==> config.mk <==
export PLATFORM = sky130hd
export DESIGN_NAME = operand_fetch
export DESIGN_NICKNAME = d
export VERILOG_FILES = /design/src/rtl/operand_fetch.sv
export SDC_FILE = /design/constraint.sdc
export NUM_CORES = 2
export LEC_CHECK = 0
export CAP_MARGIN = 20
export CORE_UTILIZATION = 45
export CTS_BUF_LIST = sky130_fd_sc_hd__clkbuf_4 sky130_fd_sc_hd__clkbuf_8
export CTS_CLUSTER_SIZE = 10
export DETAILED_ROUTE_END_ITERATION = 10
export PLACE_DENSITY = 0.63
export SLEW_MARGIN = 20
export SYNTH_ARGS = -nofsm -noshare
export SYNTH_HDL_FRONTEND = slang
export SYNTH_SLANG_ARGS = --single-unit
==> constraint.sdc <==
create_clock -name clk -period 99 [get_ports clk]
set_clock_uncertainty 0.15 [all_clocks]
set_input_delay 24.75 -clock clk [delete_from_list [all_inputs] [get_ports clk]]
set_output_delay 24.75 -clock clk [all_outputs]
set_load 0.1 [all_outputs]
==> src/rtl/operand_fetch.sv <==
`default_nettype none
// ============================================================================
// operand_fetch : RV32I decode / register-fetch stage feeding the ALU; owns
//                 the 32x32 architectural register file.
// Optional macro : OPERAND_FETCH_WB_BYPASS_EN (same-cycle writeback bypass)
// Revision       : 1.0
// ============================================================================
module operand_fetch #(
    parameter int XLEN     = 32,
    parameter int RF_DEPTH = 32
) (
    input  logic            clk,
    input  logic            rst,
    input  logic            in_valid,
    output logic            in_ready,
    input  logic [31:0]     instr,
    input  logic [XLEN-1:0] pc,
    input  logic            wb_en,
    input  logic [4:0]      wb_rd,
    input  logic [XLEN-1:0] wb_data,
    output logic            out_valid,
    input  logic            out_ready,
    output logic [2:0]      alu_operation,
    output logic [XLEN-1:0] alu_a,
    output logic [XLEN-1:0] alu_b,
    output logic [4:0]      rd,
    output logic            rd_we,
    output logic [1:0]      slt_sel,
    output logic            illegal
);

    localparam logic [6:0] c_OPC_OP     = 7'b0110011;
    localparam logic [6:0] c_OPC_OPIMM  = 7'b0010011;
    localparam logic [6:0] c_OPC_LOAD   = 7'b0000011;
    localparam logic [6:0] c_OPC_STORE  = 7'b0100011;
    localparam logic [6:0] c_OPC_BRANCH = 7'b1100011;
    localparam logic [6:0] c_OPC_LUI    = 7'b0110111;
    localparam logic [6:0] c_OPC_AUIPC  = 7'b0010111;
    localparam logic [6:0] c_OPC_JAL    = 7'b1101111;
    localparam logic [6:0] c_OPC_JALR   = 7'b1100111;

    localparam logic [2:0] c_ALU_ADD = 3'b000;
    localparam logic [2:0] c_ALU_SUB = 3'b001;
    localparam logic [2:0] c_ALU_AND = 3'b010;
    localparam logic [2:0] c_ALU_OR  = 3'b011;
    localparam logic [2:0] c_ALU_XOR = 3'b100;
    localparam logic [2:0] c_ALU_SLL = 3'b101;
    localparam logic [2:0] c_ALU_SRL = 3'b110;
    localparam logic [2:0] c_ALU_SRA = 3'b111;

    logic [XLEN-1:0] rf_q [RF_DEPTH];

    logic            out_valid_q;
    logic [2:0]      op_q;
    logic [XLEN-1:0] a_q;
    logic [XLEN-1:0] b_q;
    logic [4:0]      rd_q;
    logic            rd_we_q;
    logic [1:0]      slt_q;
    logic            illegal_q;

    logic [2:0]      op_d;
    logic [XLEN-1:0] a_d;
    logic [XLEN-1:0] b_d;
    logic            we_d;
    logic [1:0]      slt_d;
    logic            illegal_d;

    logic [6:0]      opcode;
    logic [2:0]      funct3;
    logic [4:0]      rs1;
    logic [4:0]      rs2;
    logic [XLEN-1:0] rs1_val;
    logic [XLEN-1:0] rs2_val;
    logic [XLEN-1:0] imm_i;
    logic [XLEN-1:0] imm_s;
    logic [XLEN-1:0] imm_u;
    logic            capture;

    assign opcode  = instr[6:0];
    assign funct3  = instr[14:12];
    assign rs1     = instr[19:15];
    assign rs2     = instr[24:20];
    assign imm_i   = {{20{instr[31]}}, instr[31:20]};
    assign imm_s   = {{20{instr[31]}}, instr[31:25], instr[11:7]};
    assign imm_u   = {instr[31:12], 12'b0};

    assign in_ready = !out_valid_q || out_ready;
    assign capture  = in_valid && in_ready;

`ifdef OPERAND_FETCH_WB_BYPASS_EN
    // A write landing this cycle is forwarded so the captured operand is current.
    assign rs1_val = (rs1 == 5'd0) ? '0 :
                     (wb_en && (wb_rd == rs1)) ? wb_data : rf_q[rs1];
    assign rs2_val = (rs2 == 5'd0) ? '0 :
                     (wb_en && (wb_rd == rs2)) ? wb_data : rf_q[rs2];
`else
    assign rs1_val = (rs1 == 5'd0) ? '0 : rf_q[rs1];
    assign rs2_val = (rs2 == 5'd0) ? '0 : rf_q[rs2];
`endif

    function automatic logic [2:0] f_alu_op(input logic [2:0] f3,
                                            input logic       sub_en,
                                            input logic       sra_en);
        logic [2:0] op;
        case (f3)
            3'b000:  op = sub_en ? c_ALU_SUB : c_ALU_ADD;
            3'b001:  op = c_ALU_SLL;
            3'b010:  op = c_ALU_SUB;
            3'b011:  op = c_ALU_SUB;
            3'b100:  op = c_ALU_XOR;
            3'b101:  op = sra_en ? c_ALU_SRA : c_ALU_SRL;
            3'b110:  op = c_ALU_OR;
            default: op = c_ALU_AND;
        endcase
        return op;
    endfunction

    always_comb begin
        op_d      = c_ALU_ADD;
        a_d       = '0;
        b_d       = '0;
        we_d      = 1'b0;
        slt_d     = 2'b00;
        illegal_d = 1'b0;
        case (opcode)
            c_OPC_OP, c_OPC_OPIMM: begin
                a_d   = rs1_val;
                we_d  = 1'b1;
                op_d  = f_alu_op(funct3, (opcode == c_OPC_OP) && instr[30], instr[30]);
                slt_d = (funct3 == 3'b010) ? 2'b01 :
                        (funct3 == 3'b011) ? 2'b10 : 2'b00;
                if (opcode == c_OPC_OP) begin
                    b_d = rs2_val;
                end else if ((funct3 == 3'b001) || (funct3 == 3'b101)) begin
                    b_d = {27'b0, instr[24:20]};
                end else begin
                    b_d = imm_i;
                end
            end
            c_OPC_LOAD: begin
                a_d  = rs1_val;
                b_d  = imm_i;
                we_d = 1'b1;
            end
            c_OPC_STORE: begin
                a_d = rs1_val;
                b_d = imm_s;
            end
            c_OPC_BRANCH: begin
                op_d = c_ALU_SUB;
                a_d  = rs1_val;
                b_d  = rs2_val;
            end
            c_OPC_LUI: begin
                b_d  = imm_u;
                we_d = 1'b1;
            end
            c_OPC_AUIPC: begin
                a_d  = pc;
                b_d  = imm_u;
                we_d = 1'b1;
            end
            c_OPC_JAL, c_OPC_JALR: begin
                a_d  = pc;
                b_d  = XLEN'(4);
                we_d = 1'b1;
            end
            default: illegal_d = 1'b1;
        endcase
    end

    always_ff @(posedge clk or posedge rst) begin
        if (rst) begin
            out_valid_q <= 1'b0;
            op_q        <= '0;
            a_q         <= '0;
            b_q         <= '0;
            rd_q        <= '0;
            rd_we_q     <= 1'b0;
            slt_q       <= '0;
            illegal_q   <= 1'b0;
        end else if (capture) begin
            out_valid_q <= 1'b1;
            op_q        <= op_d;
            a_q         <= a_d;
            b_q         <= b_d;
            rd_q        <= instr[11:7];
            rd_we_q     <= we_d && (instr[11:7] != 5'd0);
            slt_q       <= slt_d;
            illegal_q   <= illegal_d;
        end else if (out_ready) begin
            out_valid_q <= 1'b0;
        end
    end

    // x0 is never written, so its reset value of zero persists.
    always_ff @(posedge clk or posedge rst) begin
        if (rst) begin
            for (int i = 0; i < RF_DEPTH; i++) begin
                rf_q[i] <= '0;
            end
        end else if (wb_en && (wb_rd != 5'd0)) begin
            rf_q[wb_rd] <= wb_data;
        end
    end

    assign out_valid     = out_valid_q;
    assign alu_operation = op_q;
    assign alu_a         = a_q;
    assign alu_b         = b_q;
    assign rd            = rd_q;
    assign rd_we         = rd_we_q;
    assign slt_sel       = slt_q;
    assign illegal       = illegal_q;

endmodule
`default_nettype wire
==> run_results.csv <==
group,metric,value,unit
worst_setup_path,slowest_stage,"clkdlybuf4s50_1",
cts,post_cts_buffers,0,
synthesis,ys_ff_latch,1101,
worst_setup_path,cp_cell_sequence,"clkdlybuf4s50_1 -> nand2b_1 -> clkdlybuf4s50_1",
routing,wl,195000,um
min_path,hold_path.class,"flop to flop",
synthesis,ys.flop_type,"dfrtp_1",
cts,htreeDepth,4,
cts,clkSlewWorstSetupHoldPaths,0.06,ns
cts,clk_latency,0.93,ns
synthesis,synthArstFlopShare,100,%
routing,num_vias,39218,
sta,setup_slack,47.51,ns
die,core.rowCount,131,
routing,drc,0,
synthesis,yosysWarnings,0,
cts,root_buffer,"clkbuf_8",
flow_run,cap_viol_max_count,0,
grt,grt_antenna_before_repair,16,
synthesis,syn_area_per_cell,14.0,um^2
grt,overflow,0,
grt,grt_pass1_wl,286000,um
grt,grt_max_degree,127,
worst_setup_path,cp_common_cell,"clkdlybuf4s50_1",
power,peakVddDrop,0.0118,mV
worst_setup_path,crit_path_max_fanout,4,
sta,drv_slew,0,
routing,ant_nets,0,
sta,final.setup.tns,0,ns
sta,fin_crit_sh,52.0,%
worst_setup_path,crit_path_end_kind,"output pin",
synthesis,synth_seq_area_share,47.6,%
sta,clock.fmax,19.4,MHz
placement,io_buffers,183,
worst_setup_path,critPathLaunchType,"primary input",
synthesis,syn-num-nets,4243,
cts,cts_resized,0,
power,leakagePower,27.8,nW
sta,hold_viol,0,
cells_and_area,area_growth,12.1,%
sta,worstMarginPinSlew,1.18,ns
placement,dp_hpwl,114000,um
synthesis,synth_top_area_share,47.6,%
sta,grt_setup_unrepaired,"no",
placement,post-place-ws,47.52,ns
die,die_w,360,um
cells_and_area,final_layout_size_suffix_gt1_share,50.0,%
routing,wire_per_inst,32.7,um
worst_setup_path,crit_type,"primary input to output pin",
die,core_area,128000,um^2
routing,drtIter0Drc,3865,
die,ios,184,
routing,first_pass_iters,5,
worst_setup_path,critical_path_required,74.10,ns
sta,relSlewSlack,21.0,%
placement,post_dp_cell_area,60800,um^2
die,initial_core_util,45.3,%
cts,cts_tree,"yes",
routing,via_per_inst,6.58,
cts,cts_buffer_depth,3,
grt,grt_pass1_vias,39774,
synthesis,netlist_top_cells_area,"dfrtp_1 (48%), mux2_2 (25%), mux4_2 (13%), o22ai_1 (2.0%), clkbuf_1 (1.8%)",
worst_setup_path,crit_arrival,26.59,ns
cts,cts_buffers,187,
synthesis,synth_edf_count,0,
placement,gp_congestion,0.834,
cells_and_area,nets,4263,
die,die_h,360,um
grt,track_usage,30.1,%
synthesis,synth_cells,4137,
sta,setup_violations,0,
die,die_area,130000,um^2
status,outcome,"completed",
synthesis,yosysTopAreaCell,"dfrtp_1",
cells_and_area,fin_area,64800,um^2
synthesis,netlist-cell-type-count,65,
sta,finalCriticalPeriod,51.49,ns
cts,ctsHoldBuffers,0,
cts,cts.sinks,1101,
synthesis,syn_area,57800,um^2
power,p_per_area,19.8,nW/um^2
worst_setup_path,slowest_delay,1.18,ns
==> per-layer routing <==
metal / up-vias / part of all wire (%) / global-route usage (%) / wire length [um]
met5: - / 0.026 / 0 / 51
met4: 8 / 3.4 / 10.6 / 6670
met3: 406 / 8.6 / 7.73 / 16700
met2: 1717 / 46 / 46.3 / 89400
met1: 21159 / 42 / 41.3 / 82100
li1: 15928 / - / - / -
==> synth_stat cells (all sizes together), types with 18 or more instances <==
master / number
o22ai: 184
buf: 186
o21ai: 57
nor2b: 24
a22oi: 44
nor4: 29
a221o: 18
nor2: 85
a221oi: 36
a211oi: 27
nor3: 98
dfrtp: 1101
mux4: 332
mux2i: 96
clkbuf: 271
nand2: 76
mux2: 1293
==> final cells by class <==
class	instances	area, um^2
diodes	6	15.0
well taps	1662	2080
inverters	5	26.3
repair buffers	288	2620
multi-input cells	2574	28500
clock inverters	33	241
fillers	10944	62700
clock buffers	293	3750
flip-flops and latches	1101	27600
==> cell usage in the layout (no fill, tap or decap), drive strengths merged, types with 14 or more instances in the layout <==
cell type and count:
mux2 1293, dfrtp 1101, mux4 332, clkbuf 293
o22ai 184, clkdlybuf4s50 165, buf 123, nor3 98
mux2i 96, nor2 85, nand2 76, o21ai 57
a22oi 44, a221oi 36, nor4 29, a211oi 27
clkinv 24, nor2b 24, a221o 18, a32oi 15
a21oi 15, a32o 14
==> logic make-up (layout without fill, tap and decap cells) <==
group	after synthesis	count (layout)	share of synthesized area (%)
other	0	6	0
buffers and inverters	462	619	3.53
multiplexers	1721	1721	39.8
flip-flops	1101	1101	47.6
AO/OA/AOI/OAI	466	466	5.66
AND/OR/NAND/NOR	386	386	3.37
XOR/XNOR	1	1	0.0152
==> critical path, delay by kind of cell <==
family / cells / cell delay [ns]
buf+inv: 2 / 1.63
simple gates: 1 / 0.21
==> power breakdown <==
part | internal (W) | switching (W)
logic | 0.000148 | 0.000110
registers | 0.000531 | 0.0000572
clock network | 0.000244 | 0.000193
total | 0.000923 | 0.000360
==> metrics by stage <==
| step | std cells | power (W) | util, % | hold slack (ns) |
|---|---|---|---|---|
| finish | 5962 | 0.00128 | 50.8 | 0.222 |
| global route | 5958 | 0.00134 | 50.8 | 0.231 |
| CTS | 5954 | 0.00129 | 50.8 | 0.225 |
| detailed placement | 5628 | 0.000849 | 47.7 | 0.213 |
| global placement | 5628 | 0.000840 | 47.7 | 0.211 |
| floorplan | 4137 | 0.000780 | - | 0.275 |
==> path summary, 6_finish.rpt <==
| check | start | endpoint | slack [ns] | cells past startpoint |
|---|---|---|---|---|
| max | out_ready | in_ready | 47.51 | 3 |
| min | rf_q[1012] | rf_q[1012] | 0.22 | 0 |
| max reg2reg | out_valid | alu_a[28] | 95.37 | 6 |
| min reg2reg | rf_q[1012] | rf_q[1012] | 0.22 | 0 |
| max in group asynchronous | rst | rf_q[748] | 69.85 | 7 |
| min in group asynchronous | rst | rf_q[836] | 24.31 | 2 |
==> sequential cells by signal, indices dropped and copies added (netlist names) <==
| register | count |
|---|---|
| illegal | 1 |
| rd_we | 1 |
| alu_b | 32 |
| slt_sel | 2 |
| out_valid | 1 |
| rf_q | 1024 |
| alu_a | 32 |
| alu_operation | 3 |
| rd | 5 |
No activity file was read; power rests on OpenSTA's default activity.
